===== src/rtl/rpn_stack_core.sv =====
// RPN calculator core: DEPTH x W operand stack, two-cycle ALU ops, single-level undo
// and sticky error status. Outputs are decoded from registers only.
module rpn_stack_core #(
  parameter int W     = 16,
  parameter int DEPTH = 8
) (
  input  logic                       clk,
  input  logic                       reset,
  input  logic                       enter,
  input  logic                       undo,
  input  logic                       mode,
  input  logic [2:0]                 op,
  input  logic [W-1:0]               data_in,
  output logic [W-1:0]               top,
  output logic [$clog2(DEPTH+1)-1:0] depth,
  output logic [3:0]                 flags,
  output logic [2:0]                 status,
  output logic                       busy
);
  localparam int SPW = $clog2(DEPTH+1);
  localparam int IW  = $clog2(DEPTH);
  localparam logic [SPW-1:0] SP_FULL = SPW'(DEPTH);
  localparam logic [SPW-1:0] SP_TWO  = SPW'(2);
  localparam logic [W:0]     SH_MAX  = (W+1)'(W);

  localparam logic [2:0] ST_OK = 3'd0, ST_EXEC = 3'd1, ST_FULL = 3'd2,
                         ST_UF = 3'd3, ST_NO_UNDO = 3'd4;

  typedef enum logic {IDLE, EXEC} state_t;
  typedef enum logic [2:0] {
    C_NONE, C_PUSH, C_OP, C_WB, C_UNDO, C_E_FULL, C_E_UF, C_E_UNDO
  } cmd_t;

  typedef struct packed {
    logic         vld;
    logic         is_op;
    logic [W-1:0] a;
    logic [W-1:0] b;
  } undo_rec_t;

  state_t          state_q, state_d;
  cmd_t            cmd;
  undo_rec_t       rec;
  logic [SPW-1:0]  sp;
  logic [W-1:0]    stk [DEPTH];
  logic [W-1:0]    a_q, b_q, res;
  logic [2:0]      op_q;
  logic [W:0]      sum;
  logic [2*W-1:0]  prod;
  logic            c_f, v_f;
  logic [IW-1:0]   i_sp, i_top, i_sec;

  assign i_sp  = IW'(sp);
  assign i_top = IW'(sp - 1'b1);
  assign i_sec = IW'(sp - SP_TWO);

  assign top    = (sp == '0) ? '0 : stk[i_top];
  assign depth  = sp;
  assign busy   = (state_q == EXEC);

  always_ff @(posedge clk) begin
    if (reset) state_q <= IDLE;
    else       state_q <= state_d;
  end

  // Undo takes priority over enter; both are dropped while in EXEC.
  always_comb begin
    state_d = state_q;
    cmd     = C_NONE;
    case (state_q)
      IDLE: begin
        if (undo) begin
          cmd = rec.vld ? C_UNDO : C_E_UNDO;
        end else if (enter) begin
          if (!mode)              cmd = (sp == SP_FULL) ? C_E_FULL : C_PUSH;
          else if (sp < SP_TWO)   cmd = C_E_UF;
          else begin
            cmd     = C_OP;
            state_d = EXEC;
          end
        end
      end
      default: begin
        cmd     = C_WB;
        state_d = IDLE;
      end
    endcase
  end

  always_comb begin
    sum  = {1'b0, a_q} + {1'b0, b_q};
    prod = {{W{1'b0}}, a_q} * {{W{1'b0}}, b_q};
    res  = '0;
    c_f  = 1'b0;
    v_f  = 1'b0;
    case (op_q)
      3'd0: begin
        res = sum[W-1:0];
        c_f = sum[W];
        v_f = (a_q[W-1] == b_q[W-1]) && (res[W-1] != a_q[W-1]);
      end
      3'd1: begin
        res = a_q - b_q;
        c_f = (a_q < b_q);
        v_f = (a_q[W-1] != b_q[W-1]) && (res[W-1] != a_q[W-1]);
      end
      3'd2: begin
        res = prod[W-1:0];
        c_f = |prod[2*W-1:W];
      end
      3'd3: res = a_q & b_q;
      3'd4: res = a_q | b_q;
      3'd5: res = a_q ^ b_q;
      3'd6: res = ({1'b0, b_q} >= SH_MAX) ? '0 : (a_q << b_q);
      default: res = ({1'b0, b_q} >= SH_MAX) ? '0 : (a_q >> b_q);
    endcase
  end

  // Stack contents carry no reset; reset only has to block writeback.
  always_ff @(posedge clk) begin
    if (!reset) begin
      case (cmd)
        C_PUSH: stk[i_sp]  <= data_in;
        C_WB:   stk[i_sec] <= res;
        C_UNDO: if (rec.is_op) begin
          stk[i_top] <= rec.a;
          stk[i_sp]  <= rec.b;
        end
        default: ;
      endcase
    end
  end

  always_ff @(posedge clk) begin
    if (reset) begin
      sp     <= '0;
      flags  <= '0;
      status <= ST_OK;
      rec    <= '0;
      a_q    <= '0;
      b_q    <= '0;
      op_q   <= '0;
    end else begin
      case (cmd)
        C_PUSH: begin
          sp        <= sp + 1'b1;
          status    <= ST_OK;
          rec.vld   <= 1'b1;
          rec.is_op <= 1'b0;
        end
        C_OP: begin
          a_q    <= stk[i_sec];
          b_q    <= stk[i_top];
          op_q   <= op;
          status <= ST_EXEC;
        end
        C_WB: begin
          sp     <= sp - 1'b1;
          flags  <= {res[W-1], (res == '0), c_f, v_f};
          status <= ST_OK;
          rec    <= '{vld: 1'b1, is_op: 1'b1, a: a_q, b: b_q};
        end
        C_UNDO: begin
          sp      <= rec.is_op ? sp + 1'b1 : sp - 1'b1;
          flags   <= '0;
          status  <= ST_OK;
          rec.vld <= 1'b0;
        end
        C_E_FULL: status <= ST_FULL;
        C_E_UF:   status <= ST_UF;
        C_E_UNDO: status <= ST_NO_UNDO;
        default: ;
      endcase
    end
  end
endmodule


===== config.mk =====
export PLATFORM = sky130hd
export DESIGN_NAME = rpn_stack_core
export DESIGN_NICKNAME = d
export VERILOG_FILES = /design/src/rtl/rpn_stack_core.sv
export SDC_FILE = /design/constraint.sdc
export NUM_CORES = 1
export LEC_CHECK = 0
export BUFFER_PORTS_ARGS = -buffer_cell sky130_fd_sc_hd__buf_2
export CAP_MARGIN = 20
export CORE_UTILIZATION = 41
export DETAILED_ROUTE_END_ITERATION = 10
export PLACE_DENSITY = 0.62
export REMOVE_ABC_BUFFERS = 1
export SETUP_SLACK_MARGIN = 0.4
export SKIP_LAST_GASP = 1
export SLEW_MARGIN = 40
export SYNTH_ARGS = -nofsm -noshare
export SYNTH_HDL_FRONTEND = slang
export SYNTH_SLANG_ARGS = --single-unit

===== constraint.sdc =====
create_clock -name clk -period 6.6 [get_ports clk]
set_clock_uncertainty 0.1 [all_clocks]
set_input_delay 1.32 -clock clk [delete_from_list [all_inputs] [get_ports clk]]
set_output_delay 1.32 -clock clk [all_outputs]
set_load 0.01 [all_outputs]

Word level (Yosys, flattened, before mapping)
Memory sizes are Yosys's and may differ from the RTL's. A register that Yosys moved wholly into a read port is not among the register bits.
Cells that the tools add are included.
- register bits after elaboration: 65
- bits in writable memories: 128
- input bits: 24
- output and inout bits: 28
- logic and storage cells: 95
- memories kept: 1
- memory list (name ; words ; bits a word ; read ports ; clocked after Yosys merged registers in ; write ports ; RTL line ; source):
    stk ; 8 ; 16 ; 2 ; 1 ; 2 ; 45 ; logic [W-1:0] stk [DEPTH];
- $add $sub $neg: 5
- $mul: 1
- magnitude comparators: 3
- equality and inequality tests: 18
- shifts and indexed selects: 2
- muxes and demuxes: 34
- bitwise logic cells: 6
- reductions and logical operators: 15
- operator list (operator ; number):
    case mux 16 bit (7 select lines) ; 1
    two-way mux 16 bit ; 5
    multiplier 16 x 16 -> 32 bit ; 1
    OR reduction 16 bit ; 2
    == test 3 bit, second input constant ; 7
    two-way mux 3 bit ; 7
    adder 16 x 16 -> 17 bit ; 1
    bitwise AND 16 bit ; 1
    >= comparator 16 x 5 -> 1 bit, second input constant ; 1
    zero test 16 bit ; 1
    less-than comparator 16 bit ; 1
    bitwise OR 16 bit ; 1
    << shifter 16 x 16 -> 16 bit ; 1
    >> shifter 16 x 16 -> 16 bit ; 1
    subtractor 16 bit ; 1
    bitwise XOR 16 bit ; 1
    case mux 3 bit (5 select lines) ; 1
    == test 3 x 2 -> 1 bit, second input constant ; 4
    two-way mux 1 bit ; 12
    case mux 4 bit (3 select lines) ; 1
    case mux 4 bit (2 select lines) ; 1
    == test 3 x 1 -> 1 bit, second input constant ; 2
    case mux 1 bit (2 select lines) ; 3
    nonzero test 2 bit ; 3
    other kinds (20) ; 24

Logic depth before layout (Yosys ltp)
- word-level depth: 12
- depth in mapped cells: 27
- gate-level depth less buffers: 24

Worst setup path after synthesis
OpenSTA, ideal clock, no wires.
- kind: register to register
- from: register b_q[1] (read register of stk)
- to: register flags[1]
- library setup time: 123 ps
- arrival time: 6730 ps
- required time: 6377 ps
- path slack: -354 ps
- stages on the path, launching flop included: 25
- path buffers: 4
- period minus slack after synthesis: 6954 ps
- cells stage by stage: dfxtp_1 > buf_2 > buf_2 > buf_2 > clkbuf_1 > nand2_1 > fa_1 > fa_1 > fa_1 > fa_1 > inv_1 > fa_1 > inv_1 > fa_1 > inv_1 > ha_1 > and3_1 > and2_1 > or4_1 > and3_1 > and3_1 > nor4_1 > nand4_1 > nor4_1 > o21ai_1
- cells in the longest elaborated chain, start to end: 4
- elaborated cells between the ends (all ways): 6
- classes of those cells: add/sub: 1; mul: 1; order compare: 1; mux: 2; reduce/logical: 1
- RTL lines (what ; RTL line ; source):
    start, declared ; 46 ; logic [W-1:0] a_q, b_q, res;
    multiplier 16 x 16 -> 32 bit ; 92 ; prod = {{W{1'b0}}, a_q} * {{W{1'b0}}, b_q};
    OR reduction 16 bit ; 109 ; c_f = |prod[2*W-1:W];
    case mux 1 bit (3 select lines) * ; 96 ; case (op_q)
    case mux 4 bit (2 select lines) * ; 144 ; case (cmd)
    end signal, assigned ; 159 ; flags <= {res[W-1], (res == '0), c_f, v_f};
    end, declared ; 16 ; output logic [3:0] flags,
Mark *: on every way between the ends. The rest lies on a longest branch, timed or not.
A chain may end at the register's enable or synchronous reset.

==> results.ini <==
[routing]
ant_nets=0
wl_per_cell_um=24.4
routed_wl_mm=83.7
drc=0
via_per_inst=5.96
via_count=20400
drt_iter0_drc=2032
dr.pass1.iters=6

[floorplan]
initial_core_util=0.414
core_um2=56400
die_h_um=241
dieArea_um2=57900
rows=87
io_pins=52
die_w_um=241

[timing]
tightestPinTransition_ps=871
setup_viol_count_final=0
period_share=0.948
rsz0062_at_grt=yes
layout_min_cycle_time_ps=6260
finalHoldViolCount=0
slew_headroom=0.414
timing.final.max_slew_violations=0
fmax_ghz=0.160
finalWorstSetupSlack_ps=344

[clocking]
cts_tree=done
path_clk_slew_ps=60
clock_path_buffers=3
cts.htree.levels=1
holdBufCountCts=0
cts_sinks=209
numCtsBuffers=26
clk_latency_ps=550
clockRootBuffer=clkbuf_16

[place]
routabilityCongestion=1.03
numPortBuffers=51
dp_cells=3336
pre_cts_ws_ps=-209
dp_hpwl_mm=63.2
dpl-instance-area_um2=25200

[finish]
fin_util=0.485
syn2layout_area_growth_pct=17.0
final_common_cell=nand2_1
drive_above_1_share=0.234
nNetsFinal=3032
antenna_cells=0
finalNonFillerCells=3430
design_area_um2=27300
final_cell_mix=nand2_1 (300), nor2_1 (274), inv_1 (223), fa_1 (189), buf_4 (177)

[critical_path]
cp-end-kind=flop
r2r_setup_slack_ps=340
r2r_end=stk[2][14]
cp-start-kind=flop
r2r_cells=22
worstSetupPathType=reg2reg
path_max_fanout=8
r2r_start=a_q[3]
critical_path_required_ps=6770
arrival_ps=6430

[power_and_ir_drop]
worst_ir_drop_vdd_uv=185
power.leakage_nw=10.5
powerDensity_nw_per_um2=146

[hold_path]
hold_start=status[1]
hold_path_end=status[1]
hold_path_depth=2
hp-class=reg2reg

[synth]
synth_async_sr_flop_share=0
ys_seq_area_frac=0.234
syn_inst=2557
synth-seq-cells=209
yosys_warnings=0
ys_types=93
synthFlopType=edfxtp_1
syn_area_per_cell_um2=9.14
synth_edf_count=128
syn-cell-area_um2=23400

[job]
cap_violations=0

[grt]
grtUsageTotal=0.288
grt_antenna_before_repair=0
overflow=0
grt_pass1_wl_mm=126
grt_pass1_vias=20400
grt_max_degree=70

[run_status]
status=finished clean

-- Yosys cell counts, types with 14 or more instances --
library cell | number | share of area
mux4_2 | 46 | 0.044
nor3_1 | 27 | 0.0058
o211ai_1 | 18 | 0.0058
a211oi_1 | 29 | 0.0093
mux2_2 | 94 | 0.045
a311oi_1 | 20 | 0.0075
o22ai_1 | 46 | 0.012
inv_1 | 238 | 0.038
nor2_1 | 284 | 0.046
ha_1 | 157 | 0.084
a31oi_1 | 18 | 0.0048
nand2_1 | 307 | 0.049
fa_1 | 196 | 0.17
a21oi_1 | 73 | 0.016
clkinv_1 | 15 | 0.0024
edfxtp_1 | 128 | 0.16
nand3_1 | 28 | 0.0060
nand2b_1 | 25 | 0.0067
xnor2_1 | 14 | 0.0052
buf_1 | 18 | 0.0029
clkbuf_1 | 161 | 0.026
o21ai_0 | 62 | 0.013
dfxtp_1 | 81 | 0.069
a21o_1 | 19 | 0.0061
mux2i_1 | 134 | 0.057
o21ai_1 | 49 | 0.010
-- state kept, by name, indices dropped and copies added (netlist names) --
| name | cells |
|---|---|
| a_q | 16 |
| b_q | 16 |
| busy | 1 |
| depth | 4 |
| flags | 4 |
| op_q | 3 |
| rec | 34 |
| status | 3 |
| stk | 128 |
-- cell type report --
class                   instances  area [um^2]
inverters                     258         1000
fillers                      5340        29100
well taps                     756          946
flip-flops and latches        209         5540
multi-input cells            1899        16900
repair buffers                261         2040
clock inverters                13          203
clock buffers                  34          732
-- worst max-delay path by stage --
stage / end / from / slack [ps] / depth (start not counted)
after floorplan: b_q[0] / depth[0] / -4390 / 7
after global placement: stk[2][14] / b_q[1] / -100 / 22
after detailed placement: stk[3][13] / b_q[2] / -210 / 20
after CTS: stk[4][14] / b_q[6] / 390 / 24
after global routing: flags[1] / a_q[6] / 170 / 23
final: stk[2][14] / a_q[3] / 340 / 22
-- stage by stage --
step / total power, mW / setup TNS [ps] / hold WS (ps)
6_report: 3.99 / 0 / 376
5_1_grt: 4.12 / 0 / 405
4_1_cts: 3.96 / 0 / 376
3_5_place_dp: 2.35 / -2940 / 366
3_3_place_gp: 2.34 / -1480 / 364
2_1_floorplan: 2.01 / -294110 / 356
-- worst max-delay path: stages (launching register included) --
cell and delay, ps:
dfxtp_4 400, buf_4 140, buf_6 140, nand2_1 70, fa_1 480, inv_1 50
fa_1 410, fa_1 550, fa_1 430, fa_1 490, inv_1 40, fa_1 470
inv_1 60, ha_4 330, nand2b_1 130, o22ai_2 120, a222oi_1 360, nand3_1 120
a221o_1 340, nor4b_2 250, buf_4 160, mux2_4 230, o21ai_1 70
-- layer usage --
metal  global-route usage  wire (um)  vias to the layer above
met5                    0          0                        -
li1                     -          -                     9099
met3               0.0345       5900                      197
met1                0.373      34300                    10200
met2                0.489      40000                      941
met4                0.113       3470                        0
-- logic make-up after synthesis --
| logic type | synth area share |
|---|---|
| muxes | 0.152 |
| AOI/OAI and AO/OA | 0.134 |
| buffers and inverters | 0.0728 |
| adders and majority gates | 0.252 |
| and+or+nand+nor | 0.147 |
| xor gates and xnor gates | 0.00937 |
| DFF | 0.234 |
-- repair_timing --
item / CTS / global route
resized for setup: 120 / 101
gates cloned: 0 / 1
buffers inserted: 21 / 24
pin swaps: 41 / 42
endpoints found under the setup margin: 43 / 43
-- report_power, final --
group / internal [mW] / total [mW] / switching [mW]
clock: 0.976 / 1.57 / 0.595
sequential: 1.40 / 1.43 / 0.0351
combinational: 0.382 / 0.983 / 0.602
No activity file was read; power rests on OpenSTA's default activity.
